File: config.mk
export PLATFORM = sky130hd
export DESIGN_NAME = ctrl_cycle_scheduler
export DESIGN_NICKNAME = d
export VERILOG_FILES = /design/src/rtl/ctrl_cycle_scheduler.sv
export SDC_FILE = /design/constraint.sdc
export NUM_CORES = 1
export LEC_CHECK = 0
export ABC_CLOCK_PERIOD_IN_PS = 3400
export CELL_PAD_IN_SITES_DETAIL_PLACEMENT = 0
export CELL_PAD_IN_SITES_GLOBAL_PLACEMENT = 1
export CORE_MARGIN = 3
export CORE_UTILIZATION = 35
export DETAILED_ROUTE_END_ITERATION = 8
export PLACE_DENSITY = 0.77
export SLEW_MARGIN = 20
export SYNTH_ARGS = -nofsm -noshare
export SYNTH_HDL_FRONTEND = slang
export SYNTH_SLANG_ARGS = --single-unit
File: constraint.sdc
create_clock -name clock_sync -period 3.4 [get_ports clock_sync]
set_input_delay 1.02 -clock clock_sync [delete_from_list [all_inputs] [get_ports clock_sync]]
set_output_delay 1.02 -clock clock_sync [all_outputs]
set_load 0.01 [all_outputs]
File: src/rtl/ctrl_cycle_scheduler.sv
// Per-sync control-cycle sequencer: ADC delay, ADC conversion, control-law calculation, PWM update.
// Also flags handshake timeouts and counts overruns (a sync edge that arrives before the cycle has finished).
module ctrl_cycle_scheduler #(
  parameter int DLY_W = 16,
  parameter int TO_W  = 16,
  parameter int CNT_W = 8
) (
  input  logic             clock_sync,
  input  logic             reset,
  input  logic             enable,
  input  logic             master_sync,
  input  logic [DLY_W-1:0] adc_delay,
  input  logic [TO_W-1:0]  timeout,
  input  logic             adc_done,
  input  logic             calc_done,
  input  logic             clear_flags,
  output logic             adc_start,
  output logic             calc_start,
  output logic             pwm_update,
  output logic             cycle_done,
  output logic             busy,
  output logic [1:0]       state,
  output logic             timeout_flag,
  output logic [CNT_W-1:0] overrun_cnt
);

  typedef enum logic [1:0] {
    IDLE      = 2'd0,
    DELAY     = 2'd1,
    ADC_WAIT  = 2'd2,
    CALC_WAIT = 2'd3
  } state_e;

  state_e             state_q, state_d;
  logic [DLY_W-1:0]   dly_cnt_q, dly_cnt_d;
  logic [TO_W-1:0]    wait_cnt_q, wait_cnt_d;
  logic               sync_prev_q;
  logic               armed_q;
  logic               adc_start_q, adc_start_d;
  logic               calc_start_q, calc_start_d;
  logic               pwm_update_q, pwm_update_d;
  logic               busy_q, busy_d;
  logic               timeout_flag_q, timeout_flag_d;
  logic [CNT_W-1:0]   overrun_cnt_q, overrun_cnt_d;
  logic               sync_edge;
  logic               to_hit;
  logic               timeout_evt;
  logic               overrun_evt;

  // armed_q stops a sync that is already high when reset is released from being taken as a new edge
  always_comb begin
    sync_edge    = master_sync & ~sync_prev_q & armed_q;
    to_hit       = (timeout != '0) && (wait_cnt_q == timeout - TO_W'(1));
    state_d      = state_q;
    dly_cnt_d    = dly_cnt_q;
    wait_cnt_d   = wait_cnt_q;
    adc_start_d  = 1'b0;
    calc_start_d = 1'b0;
    pwm_update_d = 1'b0;
    timeout_evt  = 1'b0;
    overrun_evt  = 1'b0;

    if (!enable) begin
      state_d = IDLE;
    end else if (sync_edge) begin
      overrun_evt = (state_q != IDLE);
      if (adc_delay == '0) begin
        state_d     = ADC_WAIT;
        adc_start_d = 1'b1;
        wait_cnt_d  = '0;
      end else begin
        state_d   = DELAY;
        dly_cnt_d = adc_delay;
      end
    end else begin
      case (state_q)
        IDLE: begin
          state_d = IDLE;
        end
        DELAY: begin
          if (dly_cnt_q <= DLY_W'(1)) begin
            state_d     = ADC_WAIT;
            adc_start_d = 1'b1;
            wait_cnt_d  = '0;
          end else begin
            dly_cnt_d = dly_cnt_q - DLY_W'(1);
          end
        end
        // A done is ignored in the cycle its start pulse is high.
        ADC_WAIT: begin
          if (to_hit) begin
            state_d     = IDLE;
            timeout_evt = 1'b1;
          end else if (adc_done && !adc_start_q) begin
            state_d      = CALC_WAIT;
            calc_start_d = 1'b1;
            wait_cnt_d   = '0;
          end else begin
            wait_cnt_d = wait_cnt_q + TO_W'(1);
          end
        end
        CALC_WAIT: begin
          if (to_hit) begin
            state_d     = IDLE;
            timeout_evt = 1'b1;
          end else if (calc_done && !calc_start_q) begin
            state_d      = IDLE;
            pwm_update_d = 1'b1;
          end else begin
            wait_cnt_d = wait_cnt_q + TO_W'(1);
          end
        end
        default: begin
          state_d = IDLE;
        end
      endcase
    end

    busy_d = (state_d != IDLE);

    // A new event wins over clear_flags in the same cycle
    if (clear_flags) begin
      timeout_flag_d = timeout_evt;
      overrun_cnt_d  = overrun_evt ? CNT_W'(1) : '0;
    end else begin
      timeout_flag_d = timeout_flag_q | timeout_evt;
      overrun_cnt_d  = (overrun_evt && !(&overrun_cnt_q)) ? overrun_cnt_q + CNT_W'(1)
                                                          : overrun_cnt_q;
    end
  end

  always_ff @(posedge clock_sync) begin
    if (reset) begin
      state_q        <= IDLE;
      dly_cnt_q      <= '0;
      wait_cnt_q     <= '0;
      sync_prev_q    <= 1'b0;
      armed_q        <= ~master_sync;
      adc_start_q    <= 1'b0;
      calc_start_q   <= 1'b0;
      pwm_update_q   <= 1'b0;
      busy_q         <= 1'b0;
      timeout_flag_q <= 1'b0;
      overrun_cnt_q  <= '0;
    end else begin
      state_q        <= state_d;
      dly_cnt_q      <= dly_cnt_d;
      wait_cnt_q     <= wait_cnt_d;
      sync_prev_q    <= master_sync;
      armed_q        <= armed_q | ~master_sync;
      adc_start_q    <= adc_start_d;
      calc_start_q   <= calc_start_d;
      pwm_update_q   <= pwm_update_d;
      busy_q         <= busy_d;
      timeout_flag_q <= timeout_flag_d;
      overrun_cnt_q  <= overrun_cnt_d;
    end
  end

  assign adc_start    = adc_start_q;
  assign calc_start   = calc_start_q;
  assign pwm_update   = pwm_update_q;
  assign cycle_done   = pwm_update_q;
  assign busy         = busy_q;
  assign state        = state_q;
  assign timeout_flag = timeout_flag_q;
  assign overrun_cnt  = overrun_cnt_q;

endmodule

# Word-level counts from Yosys, hierarchy flattened
# Index checks and enable logic that the tools add are counted.
# totals
reg_bits	49
in_bits	39
wordCells	96
# op_classes
n_addsub	4
order_cmp	1
n_eq_ne	11
mux	38
n_bitwise	9
reduce_logical	22
# op_table
op	count
$mux W16	11
$pmux W16 S3	1
$sub A16 B1 Y16 const B	2
$add A16 B1 Y16 const B	1
$eq A16 B16 Y1	1
$le A16 B1 Y1 const B	1
$logic_not A16 Y1	1
$mux W2	8
$mux W8	2
$reduce_bool A16 Y1	1
$mux W1	15
$ne A3 B3 Y1 const B	4
$reduce_or A5 Y1	2
$add A8 B1 Y8 const B	1
$pmux W2 S4	1
$reduce_and A8 Y1	1
$reduce_bool A2 Y1	4
$reduce_and A7 Y1	1
$not A1 Y1	5
$eq A2 B2 Y1 const B	2
$logic_and A1 B1 Y1	4
$ne A2 B2 Y1 const B	2
$reduce_and A4 Y1	1
$reduce_bool A4 Y1	1
7 further kinds	12

# Logic depth before layout (Yosys ltp)
# depth
ltp_word	9
depth_mapped	11

# Least setup slack after synthesis
# Ideal clock, no wire load.
# synth_timing
kind	input to register
from	input timeout[3]
to	register wait_cnt_q[15]
arrival_time_ps	3388
required_ps	3330
path_slack_ps	-58
cell_stages	9
n_path_buf	1
cell_sequence	or4_4 -> or3_4 -> nor4b_1 -> a211oi_1 -> a221o_2 -> o31ai_4 -> buf_4 -> o21ai_0 -> a21oi_1
# synth_between
elab_chain_len	5
elab_cells_between_ends	7
# synth_lines
item	line	text
start: declaration	13	input logic [TO_W-1:0] timeout,
$sub A16 B1 Y16	53	to_hit = (timeout != '0) && (wait_cnt_q == timeout - TO_W'(1));
$eq A16 B16 Y1	53	
$logic_and A1 B1 Y1 *	53	
$ne A3 B3 Y1 (no source line)	-	
$reduce_and A7 Y1 (no source line) *	-	
end signal: assignment	148	wait_cnt_q <= wait_cnt_d;
end: declaration	36	logic [TO_W-1:0] wait_cnt_q, wait_cnt_d;
# Every way passes the cells marked *; elsewhere a longest branch is shown, timed or not.
# A chain may end at the register's enable or synchronous reset.

# Worst setup path after layout
# layout_timing
from	input timeout[4]
to	register wait_cnt_q[4]
# The elaborated chain is that of the path after synthesis.

==> results.py <==
metrics = {
    "setup_path": {
        "cpMostUsedCell": "buf_6",
        "cp.arrival_ns": 3.55,
        "rr_endpoint": "wait_cnt_q[14]$_SDFFE_PP0P_",
        "required_ns": 3.59,
        "path_max_fanout": 6,
        "cp_slowest_cell": "or4_4",
        "crit_family": "simple AND/OR/NAND/NOR gates",
        "worst-r2r-setup-slack_ns": 0.44,
        "path_cells": "buf_6 > or4_4 > buf_6 > or3_4 > a221oi_2 > o31a_1 > nand4_1 > buf_6 > o31ai_4 > buf_6 > or4_1 > a21oi_1",
        "reg2reg_depth": 9,
        "worstSetupPathType": "primary input to register",
        "r2r-start": "dly_cnt_q[8]$_SDFFE_PP0P_",
        "start_kind": "primary input",
        "crit_buf_inv": 4,
        "endpoint_kind": "register",
        "slowest_delay_ns": 0.54,
    },
    "layout": {
        "multiInputGateArea_um2": 2370,
        "fin_cells": 673,
        "num_antenna_cells": 0,
        "fill_cells": 918,
        "drive_above_1_share": 0.199,
        "seqCellArea_um2": 981,
        "final_area_um2": 4610,
        "final_nets": 592,
        "syn_to_final_growth_pct": 37.5,
        "final_util": 0.497,
    },
    "floorplan": {
        "core_area_um2": 9280,
        "fp.dieH_um": 104,
        "start_util": 0.361,
        "die_area_um2": 10800,
        "die_w_um": 104,
        "pin_count": 55,
        "num_rows": 35,
    },
    "cts": {
        "cts_tree": "built",
        "cts_root_buffer": "clkbuf_8",
        "clkLatencyLatePin_ns": 0.31,
        "htreeDepth": 2,
        "cts.sinks": 49,
        "numCtsBuffers": 5,
        "cts_hold_buf": 0,
        "clk_pin_slew_ns": 0.09,
        "cts.path.max_buffers": 2,
    },
    "yosys": {
        "ys_types": 58,
        "synthFlopType": "dfxtp_1",
        "ys_ff_latch": 49,
        "synth.area.top_cells": "dfxtp_1 (29%), o21ai_0 (6.1%), nor2_1 (6.0%)",
        "synth_area_leader_cell": "dfxtp_1",
        "ys_warn_count": 0,
        "yosysMostFrequentCell": "nor2_1",
        "syn_nets": 499,
        "seq_area_frac_synth": 0.292,
        "yosys-top-cells-count": "nor2_1 (54), dfxtp_1 (49), o21ai_0 (41)",
        "syn_inst": 450,
        "synth_area_per_cell_um2": 7.46,
        "syn_area_um2": 3360,
        "yosysTopAreaCellShare": 0.292,
        "synth_edf_count": 0,
        "synth-async-reset-ratio": 0,
    },
    "global_routing": {
        "grt_pass1_wl_mm": 15.6,
        "track_usage": 0.167,
        "grt_pass1_vias": 3372,
        "grt_max_degree": 33,
        "grt_antenna_before_repair": 0,
        "overflow": 0,
    },
    "timing": {
        "rsz0062_at_grt": "yes",
        "fmax_mhz": 298,
        "period_minus_slack_ns": 3.35,
        "max_slew_margin": 0.493,
        "worst_pin_slew_ns": 0.759,
        "timing.final.hold_violations": 0,
        "timing.final.ws_setup_ns": 0.0468,
        "final-max-slew-violation-count": 0,
        "fin_skew_ns": 0.0144,
        "finalSetupViolations": 0,
        "finalCritPeriodShare": 0.986,
    },
    "routing": {
        "drt_iter0_drc": 127,
        "via_per_inst": 5.34,
        "wirelength_mm": 9.26,
        "firstDrtPassIters": 5,
        "avgRoutedWirePerCell_um": 13.8,
        "num_vias": 3592,
        "drc": 0,
        "ant_nets": 0,
    },
    "placement": {
        "dpl.cell_count": 660,
        "routabilityCongestion": 0.847,
        "place_ws_ns": -0.720,
        "io_buffers": 54,
        "post-dp-hpwl_mm": 6.86,
        "dpl-instance-area_um2": 4360,
    },
    "flow_run": {
        "maxCapViolations": 0,
    },
    "power": {
        "powerDensity_nw_per_um2": 284,
        "leakage_nw": 1.69,
        "ir_drop_uv": 154,
    },
    "worst_hold_path": {
        "whs_path_depth": 2,
        "hold-path-endpoint": "armed_q$_DFF_P_",
        "hp-class": "register to register",
        "worstHoldStart": "armed_q$_DFF_P_",
    },
    "run_status": {
        "status": "complete, no violations",
    },
}
[area by class of cell]
class	count	area share
clock inverters	2	0.00298
well taps	129	0.0350
repair buffers	109	0.211
flip-flops and latches	49	0.213
clock buffers	6	0.0157
multi-input cells	367	0.514
inverters	11	0.00895
[flip-flops by register name, indices dropped and copies added (netlist names)]
register / count
adc_start: 1
timeout_flag: 1
overrun_cnt: 8
dly_cnt_q: 16
armed_q: 1
state: 2
calc_start: 1
cycle_done: 1
sync_prev_q: 1
wait_cnt_q: 16
busy: 1
[layer usage]
layer  track usage  vias up  share of wire
met5             0        -              0
met4        0.0418        0          0.013
met3        0.0273       10          0.040
met2         0.286       74           0.48
met1         0.219     1668           0.47
li1              -     1840              -
[through the flow]
step	hold WS (ns)	total power, mW	TNS, ns
after global placement	0.458	0.953	-14.69
after floorplan	0.445	0.815	-0.514
after global routing	0.504	1.38	-0.448
final	0.490	1.31	0
after detailed placement	0.487	0.958	-13.76
after CTS	0.494	1.31	0
[cell families after synthesis]
kind of cell | share of synthesized area
AND/OR/NAND/NOR | 0.328
AO/OA/AOI/OAI | 0.245
flip-flops | 0.292
buffers and inverters | 0.0425
XOR/XNOR | 0.0496
adder cells (fa/ha/maj) | 0.0373
multiplexers | 0.00597
[tightest hold or removal path, cell delays in order (launching register included)]
cell and delay [ns]:
dfxtp_1 0.32, inv_1 0.04, o21ai_0 0.07
[worst max path at each step]
| stage | from | end | slack [ns] | cells after the start |
|---|---|---|---|---|
| global route | timeout[4] | wait_cnt_q[9]$_SDFFE_PP0P_ | -0.06 | 12 |
| global placement | timeout[3] | busy$_SDFF_PP0_ | -0.69 | 10 |
| detailed placement | timeout[3] | busy$_SDFF_PP0_ | -0.72 | 11 |
| finish | timeout[4] | wait_cnt_q[4]$_SDFFE_PP0P_ | 0.05 | 12 |
| CTS | timeout[6] | wait_cnt_q[14]$_SDFFE_PP0P_ | 0.0006 | 11 |
| floorplan | timeout[3] | wait_cnt_q[15]$_SDFFE_PP0P_ | -0.05 | 9 |
[power breakdown]
group	switching [mW]	leakage, nW	internal [mW]
sequential	0.0161	0.397	0.591
combinational	0.179	1.25	0.167
clock	0.211	0.0456	0.147
total	0.406	1.69	0.905
[timing repair]
| action | CTS | global route |
|---|---|---|
| resized for setup | 33 | 36 |
| endpoints found under the setup margin | 22 | 18 |
| gates cloned | 1 | 1 |
| pin swaps | 15 | 28 |
| setup buffers | 2 | 1 |
[cells in the final DEF, fill, tap and decap left out, drive strengths merged, types with 3 or more instances in the layout]
cell           synthesis  layout
buf                    4      58
xnor2                  9       9
nor2                  54      54
clkbuf                19       7
inv                   11      12
nor4b                  4       4
dfxtp                 49      49
a31oi                  3       3
o211ai                 3       3
nand3                  9       9
nand2b                 9       9
nand4                  9       9
or3                   11      11
nor2b                 10      10
dlygate4sd2            0       3
and3                  11      11
clkdlybuf4s50          0      44
nand2                 38      38
ha                    10      10
o22ai                  4       4
a21oi                 30      30
nand3b                 4       4
a22oi                  8       8
clkdlybuf4s15          0       3
nor3                  12      12
or2                    8       8
xor2                  10      10
nor4                   8       8
nand4b                 6       6
or4                    9       9
o41ai                  3       3
o31ai                  5       5
o21ai                 45      45
a211oi                 8       8
Power figures use the tool's default switching activity.
